==> config.mk <==
export PLATFORM = sky130hd
export DESIGN_NAME = uart_tx_scheduler_flat
export DESIGN_NICKNAME = d
export VERILOG_FILES = /design/src/rtl/uart_pkg.sv /design/src/rtl/uart_tx_scheduler_if.sv /design/src/rtl/uart_tx_scheduler_rr_arbiter.sv /design/src/rtl/uart_tx_scheduler.sv /design/src/flat_wrapper.sv
export SDC_FILE = /design/constraint.sdc
export NUM_CORES = 1
export LEC_CHECK = 0
export ABC_CLOCK_PERIOD_IN_PS = 1800
export BUFFER_PORTS_ARGS = -buffer_cell sky130_fd_sc_hd__buf_2
export CORE_UTILIZATION = 54
export DETAILED_ROUTE_END_ITERATION = 6
export HOLD_SLACK_MARGIN = 0.06
export PLACE_DENSITY_LB_ADDON = 0.08
export SYNTH_ARGS = -nofsm -noshare
export SYNTH_HDL_FRONTEND = slang
export SYNTH_HIERARCHICAL = 1
export SYNTH_SLANG_ARGS = --single-unit
==> constraint.sdc <==
create_clock -name i_clock -period 1.8 [get_ports i_clock]
set_input_delay 0.36 -clock i_clock [delete_from_list [all_inputs] [get_ports i_clock]]
set_output_delay 0.36 -clock i_clock [all_outputs]
set_load 0.005 [all_outputs]
==> src/rtl/uart_pkg.sv <==
`timescale 1ns/1ps
// uart_pkg
// Shared UART definitions: transmitter state encoding, line levels and the
// default oversampling ratio (also used by the baud-rate generator), plus a
// helper for index-register widths.
package uart_pkg;

    typedef enum logic [2:0] {
        IDLE   = 3'd0,
        START  = 3'd1,
        DATA   = 3'd2,
        PARITY = 3'd3,
        STOP   = 3'd4
    } uart_state_t;

    localparam logic UART_IDLE_LEVEL  = 1'b1;
    localparam logic UART_START_LEVEL = 1'b0;

    localparam int unsigned UART_OVERSAMPLE = 16;

    // Width of an index over n items; at least one bit.
    function automatic int unsigned idx_width(input int unsigned n);
        return (n > 1) ? $clog2(n) : 1;
    endfunction

endpackage

==> src/rtl/uart_tx_scheduler_if.sv <==
`timescale 1ns/1ps
// uart_tx_scheduler_if
// Request/grant and line bundle between the byte requesters and the shared
// UART transmitter.
//   i_req   [N_REQ]            level request, one bit per requester
//   i_data  [N_REQ*DATA_BITS]  requester k's byte at [k*DATA_BITS +: DATA_BITS]
//   o_grant [N_REQ]            one-hot, one-cycle pulse when a byte is taken
//   o_owner [idx]              index of the requester being sent
//   o_busy                     frame in progress
//   o_tx                       serial line, idle high
// master: requester side; slave: transmitter side.
interface uart_tx_scheduler_if #(
    parameter int unsigned N_REQ     = 2,
    parameter int unsigned DATA_BITS = 8
);
    import uart_pkg::*;

    localparam int unsigned OWNER_W = idx_width(N_REQ);

    logic [N_REQ-1:0]           i_req;
    logic [N_REQ*DATA_BITS-1:0] i_data;
    logic [N_REQ-1:0]           o_grant;
    logic [OWNER_W-1:0]         o_owner;
    logic                       o_busy;
    logic                       o_tx;

    modport master (
        output i_req, i_data,
        input  o_grant, o_owner, o_busy, o_tx
    );

    modport slave (
        input  i_req, i_data,
        output o_grant, o_owner, o_busy, o_tx
    );

endinterface

==> src/rtl/uart_tx_scheduler_rr_arbiter.sv <==
`timescale 1ns/1ps
// rr_arbiter
// Combinational round-robin pick: scans req starting at ptr, wrapping
// modulo N_REQ, and returns the first set bit.
//   req   [N_REQ]  request vector
//   ptr   [idx]    highest-priority position
//   grant [N_REQ]  one-hot winner (zero when no request)
//   idx   [idx]    winner index
//   valid          any request present
module rr_arbiter
    import uart_pkg::*;
#(
    parameter  int unsigned N_REQ = 2,
    localparam int unsigned IDX_W = idx_width(N_REQ)
) (
    input  logic [N_REQ-1:0] req,
    input  logic [IDX_W-1:0] ptr,
    output logic [N_REQ-1:0] grant,
    output logic [IDX_W-1:0] idx,
    output logic             valid
);

    always_comb begin
        int unsigned k;
        k     = 0;
        grant = '0;
        idx   = '0;
        valid = 1'b0;
        for (int unsigned i = 0; i < N_REQ; i++) begin
            k = 32'(ptr) + i;
            if (k >= N_REQ) begin
                k = k - N_REQ;
            end
            if (!valid && req[k]) begin
                valid    = 1'b1;
                grant[k] = 1'b1;
                idx      = IDX_W'(k);
            end
        end
    end

endmodule

==> src/rtl/uart_tx_scheduler.sv <==
`timescale 1ns/1ps
// uart_tx_scheduler
// Shares one UART TX line between N_REQ byte requesters. A round-robin
// arbiter picks a requester while idle; its byte is latched, granted with a
// one-cycle pulse and sent LSB first as 8N1 (or 8E1), paced by a 16x tick.
//   i_clock  system clock
//   i_reset  synchronous, active-low reset
//   i_tick   single-cycle oversampling strobe
//   bus      uart_tx_scheduler_if.slave (i_req, i_data, o_grant, o_owner,
//            o_busy, o_tx); all outputs registered
// Build option: define UART_TX_PARITY_EN to insert an even-parity bit
// between the data bits and the stop bit(s).
module uart_tx_scheduler
    import uart_pkg::*;
#(
    parameter int unsigned N_REQ      = 2,
    parameter int unsigned DATA_BITS  = 8,
    parameter int unsigned OVERSAMPLE = UART_OVERSAMPLE,
    parameter int unsigned STOP_BITS  = 1
) (
    input  logic               i_clock,
    input  logic               i_reset,
    input  logic               i_tick,
    uart_tx_scheduler_if.slave bus
);

    localparam int unsigned IDX_W  = idx_width(N_REQ);
    localparam int unsigned TICK_W = idx_width(OVERSAMPLE);
    localparam int unsigned BIT_W  = idx_width((DATA_BITS > STOP_BITS) ? DATA_BITS : STOP_BITS);

    localparam logic [TICK_W-1:0] TICK_LAST = TICK_W'(OVERSAMPLE - 1);
    localparam logic [BIT_W-1:0]  DATA_LAST = BIT_W'(DATA_BITS - 1);
    localparam logic [BIT_W-1:0]  STOP_LAST = BIT_W'(STOP_BITS - 1);

    uart_state_t          state, next_state;
    logic [TICK_W-1:0]    tick_cnt, tick_next;
    logic [BIT_W-1:0]     bit_cnt, bit_next;
    logic [DATA_BITS-1:0] shift_reg, shift_next;
    logic [IDX_W-1:0]     rr_ptr, rr_next;
    logic                 bit_end;
`ifdef UART_TX_PARITY_EN
    logic                 parity, parity_next;
`endif

    logic [N_REQ-1:0]     arb_grant;
    logic [IDX_W-1:0]     arb_idx;
    logic                 arb_valid;
    logic [DATA_BITS-1:0] pick_data;

    logic                 tx_q, tx_next;
    logic                 busy_q, busy_next;
    logic [N_REQ-1:0]     grant_q, grant_next;
    logic [IDX_W-1:0]     owner_q, owner_next;

    rr_arbiter #(
        .N_REQ (N_REQ)
    ) u_arb (
        .req   (bus.i_req),
        .ptr   (rr_ptr),
        .grant (arb_grant),
        .idx   (arb_idx),
        .valid (arb_valid)
    );

    // Winner's byte, selected by the one-hot grant.
    always_comb begin
        pick_data = '0;
        for (int unsigned k = 0; k < N_REQ; k++) begin
            if (arb_grant[k]) begin
                pick_data = bus.i_data[k*DATA_BITS +: DATA_BITS];
            end
        end
    end

    // State and datapath registers.
    always_ff @(posedge i_clock) begin
        if (!i_reset) begin
            state     <= IDLE;
            tick_cnt  <= '0;
            bit_cnt   <= '0;
            shift_reg <= '0;
            rr_ptr    <= '0;
`ifdef UART_TX_PARITY_EN
            parity    <= 1'b0;
`endif
        end else begin
            state     <= next_state;
            tick_cnt  <= tick_next;
            bit_cnt   <= bit_next;
            shift_reg <= shift_next;
            rr_ptr    <= rr_next;
`ifdef UART_TX_PARITY_EN
            parity    <= parity_next;
`endif
        end
    end

    // Next-state logic: arbitration in IDLE, bit timing everywhere else.
    always_comb begin
        next_state = state;
        tick_next  = tick_cnt;
        bit_next   = bit_cnt;
        shift_next = shift_reg;
        rr_next    = rr_ptr;
        bit_end    = 1'b0;
`ifdef UART_TX_PARITY_EN
        parity_next = parity;
`endif

        if (state != IDLE && i_tick) begin
            if (tick_cnt == TICK_LAST) begin
                tick_next = '0;
                bit_end   = 1'b1;
            end else begin
                tick_next = tick_cnt + 1'b1;
            end
        end

        case (state)
            IDLE: begin
                tick_next = '0;
                bit_next  = '0;
                if (arb_valid) begin
                    next_state = START;
                    shift_next = pick_data;
                    rr_next    = (arb_idx == IDX_W'(N_REQ - 1)) ? '0 : arb_idx + 1'b1;
`ifdef UART_TX_PARITY_EN
                    parity_next = ^pick_data;
`endif
                end
            end
            START: begin
                if (bit_end) begin
                    next_state = DATA;
                    bit_next   = '0;
                end
            end
            DATA: begin
                if (bit_end) begin
                    shift_next = shift_reg >> 1;
                    if (bit_cnt == DATA_LAST) begin
                        bit_next = '0;
`ifdef UART_TX_PARITY_EN
                        next_state = PARITY;
`else
                        next_state = STOP;
`endif
                    end else begin
                        bit_next = bit_cnt + 1'b1;
                    end
                end
            end
            PARITY: begin
`ifdef UART_TX_PARITY_EN
                if (bit_end) begin
                    next_state = STOP;
                end
`else
                next_state = IDLE;
`endif
            end
            STOP: begin
                if (bit_end) begin
                    if (bit_cnt == STOP_LAST) begin
                        bit_next   = '0;
                        next_state = IDLE;
                    end else begin
                        bit_next = bit_cnt + 1'b1;
                    end
                end
            end
            default: begin
                next_state = IDLE;
            end
        endcase
    end

    // Output logic: computed from the next state so the registered line
    // level lines up with the registered state.
    always_comb begin
        grant_next = '0;
        owner_next = owner_q;
        busy_next  = (next_state != IDLE);
        if (state == IDLE && arb_valid) begin
            grant_next = arb_grant;
            owner_next = arb_idx;
        end
        case (next_state)
            START:   tx_next = UART_START_LEVEL;
            DATA:    tx_next = shift_next[0];
`ifdef UART_TX_PARITY_EN
            PARITY:  tx_next = parity_next;
`endif
            default: tx_next = UART_IDLE_LEVEL;
        endcase
    end

    always_ff @(posedge i_clock) begin
        if (!i_reset) begin
            tx_q    <= UART_IDLE_LEVEL;
            busy_q  <= 1'b0;
            grant_q <= '0;
            owner_q <= '0;
        end else begin
            tx_q    <= tx_next;
            busy_q  <= busy_next;
            grant_q <= grant_next;
            owner_q <= owner_next;
        end
    end

    assign bus.o_tx    = tx_q;
    assign bus.o_busy  = busy_q;
    assign bus.o_grant = grant_q;
    assign bus.o_owner = owner_q;

endmodule
==> src/flat_wrapper.sv <==
// flat-port wrapper written by rule: the top's interface ports become plain ports
module uart_tx_scheduler_flat import uart_pkg::*;
#(
    parameter int unsigned N_REQ      = 2,
    parameter int unsigned DATA_BITS  = 8,
    parameter int unsigned OVERSAMPLE = UART_OVERSAMPLE,
    parameter int unsigned STOP_BITS  = 1
)
  (i_clock, i_reset, i_tick, bus_i_req, bus_i_data, bus_o_grant, bus_o_owner, bus_o_busy, bus_o_tx);
  uart_tx_scheduler_if #(.N_REQ(N_REQ), .DATA_BITS(DATA_BITS)) bus_i ();
  input  logic i_clock;
  input  logic i_reset;
  input  logic i_tick;
  input wire logic [$bits(bus_i.i_req)-1:0] bus_i_req;
  input wire logic [$bits(bus_i.i_data)-1:0] bus_i_data;
  output wire logic [$bits(bus_i.o_grant)-1:0] bus_o_grant;
  output wire logic [$bits(bus_i.o_owner)-1:0] bus_o_owner;
  output wire logic [$bits(bus_i.o_busy)-1:0] bus_o_busy;
  output wire logic [$bits(bus_i.o_tx)-1:0] bus_o_tx;
  assign bus_i.i_req = bus_i_req;
  assign bus_i.i_data = bus_i_data;
  assign bus_o_grant = bus_i.o_grant;
  assign bus_o_owner = bus_i.o_owner;
  assign bus_o_busy = bus_i.o_busy;
  assign bus_o_tx = bus_i.o_tx;
  uart_tx_scheduler #(.N_REQ(N_REQ), .DATA_BITS(DATA_BITS), .OVERSAMPLE(OVERSAMPLE), .STOP_BITS(STOP_BITS)) u_core (.i_clock(i_clock), .i_reset(i_reset), .i_tick(i_tick), .bus(bus_i));
endmodule
# After elaboration in Yosys (flattened, before gate mapping)
# Cells that the tools add are included.
[op_classes]
n_addsub = 6
mux = 39
eq_ne = 11
bitwise = 2
n_lt_le_gt_ge = 6
reduce_logical = 17
[ops]
columns = ["operator", "n"]
rows = [
  [">= comparator 32 x 1 -> 1 bit (second input constant)", 2],
  ["< comparator 32 x 2 -> 1 bit (second input constant)", 2],
  ["2-to-1 mux 32 bit", 2],
  ["2-to-1 mux 3 bit", 11],
  ["2-to-1 mux 8 bit", 4],
  ["one-hot mux 3 bit (4 select lines)", 2],
  ["one-hot mux 8 bit (2 select lines)", 1],
  ["2-to-1 mux 1 bit", 13],
  ["!= test 2 x 1 -> 1 bit (second input constant)", 4],
  ["== test 3 x 1 -> 1 bit (second input constant)", 2],
  ["== test 3 x 2 -> 1 bit (second input constant)", 2],
  ["== test 3 bit (second input constant)", 2],
  ["zero test 3 bit", 2],
  ["nonzero test 3 bit", 2],
  ["logical AND 1 bit", 5],
  ["adder 4 x 1 -> 4 bit (second input constant)", 1],
  ["== test 4 bit (second input constant)", 1],
  ["2-to-1 mux 2 bit", 2],
  ["2-to-1 mux 4 bit", 1],
  ["AND reduction 2 bit", 2],
  ["AND reduction 4 bit", 1],
  ["nonzero test 4 bit", 1],
  ["adder 3 x 1 -> 3 bit (second input constant)", 1],
  ["AND reduction 3 bit", 1],
  ["other kinds (13)", 14],
]
[totals]
output_inout_bits = 5
elab_cells = 91
in_bits = 21
regBits = 24

# Longest topological paths before layout
# Gate-level depths: netlist of run 1.
[depth]
depth_word = 14
ltp_mapped = 7
ltp_nobuf = 6

# Hierarchy
# Netlist of run 1, hierarchy kept.
[modules_own_cells]
columns = ["module", "cells_per_inst", "area_per_inst_um2", "seq_area_each_um2", "instances"]
rows = [
  ["uart_tx_scheduler", 136, 1281.2, 480.5, 1],
  ["rr_arbiter", 5, 32.5, 0.0, 1],
]

# Least setup slack after synthesis of run 1
# No wires, ideal clock.
[synth_path]
kind = "input port to flip-flop"
start = "in bus_i_req[1]"
end = "reg u_core.shift_reg[2]"
arrival_ns = 1.395
setup_time_ns = 0.123
path_stages = 6
path_buffers = 1
required_ns = 1.677
slack_ns = 0.282
path_cell_list = "a21boi_0 clkbuf_1 nor2b_1 and3_1 a221oi_1 o2bb2ai_1"
[synth_via]
elab_chain_cells = 10
word_cells_on_any_way = 17
classes_between = "eq/ne (1); mux (12); bitwise (1); reduce/logical (3)"
[synth_rtl]
columns = ["element", "line", "text"]
rows = [
  ["start, declared", "flat_wrapper.sv:14", "input wire logic [$bits(bus_i.i_req)-1:0] bus_i_req;"],
  ["2-to-1 mux 1 bit (implied by the code) (2 in a row)", "uart_tx_scheduler_rr_arbiter.sv:34", "if (!valid && req[k]) begin"],
  ["2-to-1 mux 1 bit", "uart_tx_scheduler_rr_arbiter.sv:34", ""],
  ["zero test 1 bit", "uart_tx_scheduler_rr_arbiter.sv:34", ""],
  ["logical AND 1 bit", "uart_tx_scheduler_rr_arbiter.sv:34", ""],
  ["2-to-1 mux 2 bit", "uart_tx_scheduler_rr_arbiter.sv:34", ""],
  ["2-to-1 mux 8 bit (2 in a row)", "uart_tx_scheduler.sv:69", "if (arb_grant[k]) begin"],
  ["2-to-1 mux 8 bit", "uart_tx_scheduler.sv:123", "if (arb_valid) begin"],
  ["one-hot mux 8 bit (2 select lines)", "uart_tx_scheduler.sv:119", "case (state)"],
  ["end signal, assigned", "uart_tx_scheduler.sv:90", "shift_reg <= shift_next;"],
  ["end, declared", "uart_tx_scheduler.sv:38", "logic [DATA_BITS-1:0] shift_reg, shift_next;"],
]
# Several ways; a longest one is shown, not always the timed one. The select of a mux whose other input is x is not followed.
# A chain may end at the register's enable or synchronous reset.

# Final worst setup path of run 1
[layout_path]
start = "reg u_core.tick_cnt[0]"
end = "reg u_core.tx_q (netlist: u_core/bus.o_tx)"
[layout_via]
elab_chain_cells = 7
word_cells_on_any_way = 12
classes_between = "eq/ne (3); mux (9)"
[layout_rtl]
columns = ["element", "line", "text"]
rows = [
  ["start, declared", "uart_tx_scheduler.sv:36", "logic [TICK_W-1:0] tick_cnt, tick_next;"],
  ["start signal, assigned", "uart_tx_scheduler.sv:88", "tick_cnt <= tick_next;"],
  ["== test 4 bit *", "uart_tx_scheduler.sv:111", "if (tick_cnt == TICK_LAST) begin"],
  ["2-to-1 mux 1 bit *", "uart_tx_scheduler.sv:111", ""],
  ["2-to-1 mux 1 bit *", "uart_tx_scheduler.sv:110", "if (state != IDLE && i_tick) begin"],
  ["2-to-1 mux 3 bit (on tied branches)", "uart_tx_scheduler.sv:163, uart_tx_scheduler.sv:133, uart_tx_scheduler.sv:139", ""],
  ["one-hot mux 3 bit (4 select lines)", "uart_tx_scheduler.sv:119", ""],
  ["== test 3 x 2 -> 1 bit or == test 3 x 1 -> 1 bit (tied branches)", "uart_tx_scheduler.sv:188", "case (next_state)"],
  ["one-hot mux 1 bit (2 select lines) *", "uart_tx_scheduler.sv:188", ""],
  ["end signal, assigned", "uart_tx_scheduler.sv:205", "tx_q <= tx_next;"],
  ["end, declared", "uart_tx_scheduler.sv:50", "logic tx_q, tx_next;"],
]
# Every way passes the cells marked *; elsewhere a longest branch is shown, timed or not. The select of a mux whose other input is x is not followed.

==> impl_summary.log, run 1 <==
INFO  metric std_cell_rows = 17
INFO  metric overflow = 0
INFO  metric seq_power_share = 0.502
INFO  metric max-clock-path-buffers = 2
INFO  metric io-pin-count = 26
INFO  metric fin_util = 0.681
INFO  metric power_leakage = 0.670 nW
INFO  metric timing.final.max_slew_violations = 0
INFO  metric antenna_violating_nets_left = 0
INFO  metric timing_worst_slew_pin_value = 512 ps
INFO  metric timing_hold_violations_final = 0
INFO  metric route.final.wire_length = around 2.9 mm
INFO  metric max_clock_freq = roughly 620 MHz
INFO  metric synth_area_per_cell = slightly above 9 um2
INFO  metric postCtsSetupRepairBufs = 0
INFO  metric power-per-cell-area = 745 mW/mm2
INFO  metric power.ir.vdd_worst = ~1.1 mV
INFO  metric detail_route.vias_per_cell = a little under 6
INFO  metric firstDrtPassIters = 4
INFO  metric fp.coreArea = 0.00225 mm2
INFO  metric start_kind = register
INFO  metric grt_start_max_net_pins = 16
INFO  metric initial_utilization = 0.583
INFO  metric buffer_ports.inserted = 25
INFO  metric post_synth_inst_count = 141
INFO  metric drc = 0
INFO  metric area_growth_from_synthesis_to_layout = 17.0%
INFO  metric diodes = 0
INFO  metric avgRoutedWirePerCell = 14.8 um
INFO  metric power_switching = between 0.0002 and 0.0003 W
INFO  metric routed-via-count = 1170
INFO  metric clock-sinks = 24
INFO  metric internal_power = 0.000867 W
INFO  metric cp_data_arrival_time = around 1900 ps
INFO  metric status = finished clean
INFO  metric cts_root_buffer = sky130_fd_sc_hd__clkbuf_4
INFO  metric worstHoldPathType = primary input to register
INFO  metric numCtsBuffers = 3
INFO  metric max-slew-margin-rel = 0.658
INFO  metric yosysWarnings = 6
INFO  metric sequential_fraction_of_the_synthesis_area = 0.366
INFO  metric rsz_0062_raised_after_global_routing = false
INFO  metric drive_gt1_frac = 0.275
INFO  metric postSynthRegisterBits = 24
INFO  metric netlist-cell-type-count = 45
INFO  metric worst_setup_hold_path_clk_slew = 150 ps
INFO  metric largest_register_ff_count = 8
INFO  metric floorplan.die_area = 0.00263 mm2
INFO  metric maxCapViolations = 0
INFO  metric mostFrequentLayoutCell = sky130_fd_sc_hd__buf_2
INFO  metric ctsHtreeMaxLevel = 1
INFO  metric initial_antenna_violation_count = 0
INFO  metric syn_area = 0.00131 mm2
INFO  metric dominantRegCellSynth = sky130_fd_sc_hd__dfxtp_1
INFO  metric mostFrequentLayoutCells = sky130_fd_sc_hd__buf_2 (25), sky130_fd_sc_hd__dfxtp_1 (24), sky130_fd_sc_hd__nor2_1 (13)
INFO  metric nNetsFinal = 197
INFO  metric fin_skew = between 15 and 20 ps
INFO  metric post-route-period-util = 0.890
INFO  metric cp-end-kind = register
INFO  metric detailedPlacementHpwl = 2.15 mm
INFO  metric synth_fp_nets = about 170
INFO  metric switching_part_of_the_total_power = 0.243
INFO  metric timing.setup.critical_path_class = register to register
INFO  metric cts_tree = done
INFO  metric setup-tns-final = 0 ps
INFO  metric crit_required = 2050 ps
INFO  metric final.fill_count = between 150 and 200
INFO  metric power_frac_clock = 0.348
INFO  metric combPwrFrac = 0.150
INFO  metric grt_pass1_wl = between 4 and 5 mm
INFO  metric async_flop_share = 0
INFO  metric cts.hold.buffers_added = 0
INFO  metric grt_pass1_vias = approximately 1100
INFO  metric skew_pair_late_insertion_delay = 330 ps
INFO  metric place.gp.congestion = 0.772
INFO  metric drt_iter0_markers = 32
INFO  metric cts.repair.resized = 0
INFO  metric timing.final.crit_period = approximately 1600 ps
INFO  metric edff_count_synth = 0
INFO  metric grt.total_usage = 0.249
INFO  metric number_of_failing_setup_endpoints_in_the_final_timing_report = 0
INFO  metric dieHeight = 51.3 um
INFO  metric die_width = 51.3 um
INFO  metric worstPathMaxFanout = 9
==> stage by stage <==
stage | instance area [um2] | instances | power (W) | setup WS [ps] | hold WS [ps]
4_1_cts | 1540 | 199 | 0.00116 | 210 | 232
6_report | 1540 | 199 | 0.00114 | 198 | 242
3_3_place_gp | 1480 | 195 | 0.000748 | 177 | 447
2_1_floorplan | 1310 | 141 | 0.000686 | 282 | 436
3_5_place_dp | 1480 | 195 | 0.000756 | 186 | 451
5_1_grt | 1540 | 199 | 0.00119 | 82.3 | 233
==> synth_stat cells (all sizes together) (5+ instances only) <==
master,instances,share of area
a21oi,10,0.047
a22o,6,0.040
a22oi,7,0.040
and3,6,0.029
buf,5,0.032
dfxtp,24,0.37
inv,6,0.017
nand2,11,0.031
nor2,14,0.046
o21ai,5,0.019
==> path summary, 6_finish.rpt <==
kind	start	end	slack, ps	cells past startpoint
worst max register to register	u_core/tick_cnt[0]$_SDFFE_PP0N_	u_core/bus.o_tx$_SDFF_PN1_	200	5
worst min register to register	u_core/shift_reg[6]$_SDFFE_PN0P_	u_core/shift_reg[6]$_SDFFE_PN0P_	470	2
worst min-delay path	bus_i_data[10]	u_core/shift_reg[2]$_SDFFE_PN0P_	240	2
worst max-delay path	u_core/tick_cnt[0]$_SDFFE_PP0N_	u_core/bus.o_tx$_SDFF_PN1_	200	5
==> power by group through the flow <==
stage | clock network [W] | registers (W) | logic, W
2_1_floorplan | 0 | 0.000582 | 0.000104
3_3_place_gp | 0 | 0.000584 | 0.000164
3_5_place_dp | 0 | 0.000585 | 0.000171
4_1_cts | 0.000413 | 0.000574 | 0.000171
5_1_grt | 0.000424 | 0.000577 | 0.000187
6_report | 0.000399 | 0.000574 | 0.000172
==> routing by layer <==
metal  wire (um)  track usage  share of wire  vias up
li1            -            -              -      578
met1        1400        0.335           0.48      556
met2        1420        0.408           0.48       34
met3         118       0.0655          0.040        2
met5           0            0              0        -
met4           9       0.0360         0.0031        0
==> kinds of logic (layout without fill, tap and decap cells) <==
family                     count (synthesis)  after routing  share of synthesized area
AOI/OAI and AO/OA                         46             46                      0.274
xor gates and xnor gates                   3              3                     0.0200
adders and majority gates                  4              4                     0.0381
buffers and inverters                     13             43                     0.0552
DFF                                       24             24                      0.366
muxes                                      3              3                     0.0229
and+or+nand+nor                           48             48                      0.224
==> critical path: stages (launching register included) <==
cell and delay [ps]:
sky130_fd_sc_hd__dfxtp_1 410, sky130_fd_sc_hd__ha_1 260, sky130_fd_sc_hd__nand4_4 220, sky130_fd_sc_hd__o21ai_0 320
sky130_fd_sc_hd__a221oi_2 90, sky130_fd_sc_hd__o311ai_1 220
==> final cells by class <==
type                    instances  area, um2  share of cell area
inverters                       6       22.5              0.0147
multi-input cells             104        761               0.495
flip-flops and latches         24        480               0.313
well taps                      28       35.0              0.0228
clock inverters                 1       30.0              0.0195
repair buffers                 33        185               0.121
clock buffers                   3       22.5              0.0147
(Power assumes the default switching activity.)
==> run 2: changes to the inputs <==
- PLACE_DENSITY: not set -> 0.83
- PLACE_DENSITY_LB_ADDON: 0.08 -> not set
==> impl_summary.log, run 2 (same netlist as run 1, synthesis figures left out) <==
INFO  metric status = finished clean
INFO  metric nNetsFinal = around 200
INFO  metric detailroute.wirelength.met2 = 1.48 mm
INFO  metric route.final.wire_length = roughly 3 mm
INFO  metric power.ir.vdd_worst = 0.548 mV
INFO  metric die_width = between 50 and 60 um
INFO  metric setup-tns-final = 0 ps
INFO  metric rsz_0062_raised_after_global_routing = false
INFO  metric largest_register_ff_count = 8
INFO  metric worstPathMaxFanout = 10
INFO  metric met3RoutedLength = 115 um
INFO  metric post-route-period-util = 0.915
INFO  metric buffer_ports.inserted = 25
INFO  metric regToRegStartpoint = u_core/state[1]$_SDFF_PN0_
INFO  metric floorplan.die_area = 0.00263 mm2
INFO  metric reg2regPathDepth = 4
INFO  metric clock-sinks = 24
INFO  metric timing_worst_slew_pin_value = 557 ps
INFO  metric cp_data_arrival_time = 1850 ps
INFO  metric cts_root_buffer = sky130_fd_sc_hd__clkbuf_4
INFO  metric detailedPlacementHpwl = roughly 2.2 mm
INFO  metric grt.total_usage = 0.248
INFO  metric fin_util = 0.678
INFO  metric crit_required = 2000 ps
INFO  metric power_leakage = 0.668 nW
INFO  metric max-slew-margin-rel = 0.627
INFO  metric antenna_violating_nets_left = 0
INFO  metric initial_utilization = 0.583
INFO  metric cts.hold.buffers_added = 0
INFO  metric skew_pair_late_insertion_delay = 310 ps
INFO  metric timing.critical_path.to = u_core/bus.o_tx$_SDFF_PN1_
INFO  metric firstDrtPassIters = 4
INFO  metric postCtsSetupRepairBufs = 0
INFO  metric mostFrequentLayoutCell = sky130_fd_sc_hd__buf_2
INFO  metric met1Wirelength = 1.31 mm
INFO  metric initial_antenna_violation_count = 0
INFO  metric slack_of_the_worst_reg_to_reg_path = approximately 150 ps
INFO  metric grt_start_max_net_pins = 16
INFO  metric timing_hold_violations_final = 0
INFO  metric ctsHtreeMaxLevel = 1
INFO  metric timing.final.crit_period = 1650 ps
INFO  metric std_cell_rows = 17
INFO  metric numCtsBuffers = 3
INFO  metric hold_slack = 251 ps
INFO  metric grt_pass1_wl = 4.93 mm
INFO  metric io-pin-count = 26
INFO  metric avgRoutedWirePerCell = between 10 and 15 um
INFO  metric timing.setup.critical_path_class = register to register
INFO  metric routed-via-count = 1168
INFO  metric diodes = 0
INFO  metric worstHoldPathType = primary input to register
INFO  metric start_kind = register
INFO  metric finalPower = about 0.0010 W
INFO  metric cp-end-kind = register
INFO  metric drc = 0
INFO  metric maxCapViolations = 0
INFO  metric timing.final.max_slew_violations = 0
INFO  metric place.gp.congestion = about 0.76
INFO  metric fp.coreArea = 0.00225 mm2
INFO  metric drt_iter0_markers = 32
INFO  metric power-per-cell-area = a little under 700 mW/mm2
INFO  metric numPlacedInstances = 196
INFO  metric detail_route.vias_per_cell = approximately 5.8
INFO  metric final.fill_count = a little over 200
INFO  metric overflow = 0
INFO  metric worst_setup_hold_path_clk_slew = 130 ps
INFO  metric crit_path_start = u_core/state[1]$_SDFF_PN0_
INFO  metric dieHeight = 51.3 um
INFO  metric max_clock_freq = ~610 MHz
INFO  metric r2r-end = u_core/bus.o_tx$_SDFF_PN1_
INFO  metric max-clock-path-buffers = 2
INFO  metric drive_gt1_frac = 0.279
INFO  metric cts.repair.resized = 0
INFO  metric finish.cell_count_without_fillers = 200
INFO  metric grt_pass1_vias = 1131
INFO  metric number_of_failing_setup_endpoints_in_the_final_timing_report = 0
INFO  metric area_growth_from_synthesis_to_layout = 16.3%
INFO  metric mostFrequentLayoutCells = sky130_fd_sc_hd__buf_2 (25), sky130_fd_sc_hd__dfxtp_1 (24), sky130_fd_sc_hd__nor2_1 (13)
INFO  metric fin_skew = 4.03 ps
INFO  metric cts_tree = done
INFO  metric highest_signal_layer = met4
==> run 2: cell type report <==
| type | instances | area (um2) | area share |
|---|---|---|---|
| Tap cell | 28 | 35.0 | 0.0229 |
| Multi-Input combinational cell | 104 | 761 | 0.498 |
| Timing Repair Buffer | 34 | 193 | 0.126 |
| Sequential cell | 24 | 480 | 0.314 |
| Inverter | 6 | 22.5 | 0.0147 |
| Clock buffer | 4 | 36.3 | 0.0238 |
==> run 2: how the worst min path moves through the flow <==
stage	endpoint	depth (start not counted)	startpoint	slack (ps)
floorplan	u_core/shift_reg[3]$_SDFFE_PN0P_	2	u_core/shift_reg[3]$_SDFFE_PN0P_	440
global placement	u_core/shift_reg[6]$_SDFFE_PN0P_	2	u_core/shift_reg[6]$_SDFFE_PN0P_	440
detailed placement	u_core/shift_reg[6]$_SDFFE_PN0P_	2	u_core/shift_reg[6]$_SDFFE_PN0P_	450
CTS	u_core/shift_reg[2]$_SDFFE_PN0P_	2	bus_i_data[10]	250
global route	u_core/shift_reg[2]$_SDFFE_PN0P_	2	bus_i_data[10]	270
finish	u_core/shift_reg[2]$_SDFFE_PN0P_	2	bus_i_data[10]	250
==> run 2: per-stage QoR <==
stage	area [um2]	setup slack, ps
after floorplan	1310	282
after global placement	1490	205
after detailed placement	1490	126
after CTS	1530	162
after global routing	1530	9.80
final	1530	153
==> run 2: per-layer routing <==
layer | vias up | track usage
met5 | - | 0
met3 | 2 | 0.0417
met1 | 560 | 0.286
met4 | 0 | 0.0946
met2 | 24 | 0.452
li1 | 582 | -
==> run 2: worst max-delay path, cell delays in order (launching register included) <==
cell	delay (ps)
sky130_fd_sc_hd__dfxtp_1	450
sky130_fd_sc_hd__nor4b_4	600
sky130_fd_sc_hd__a21oi_4	80
sky130_fd_sc_hd__a221oi_2	290
sky130_fd_sc_hd__o311ai_1	110
==> run 2: where the power goes <==
part | switching, W | internal (W) | leakage (nW)
Sequential | 0.0000177 | 0.000556 | 0.196
Clock | 0.000163 | 0.000123 | 0.0210
Combinational | 0.0000849 | 0.0000875 | 0.451
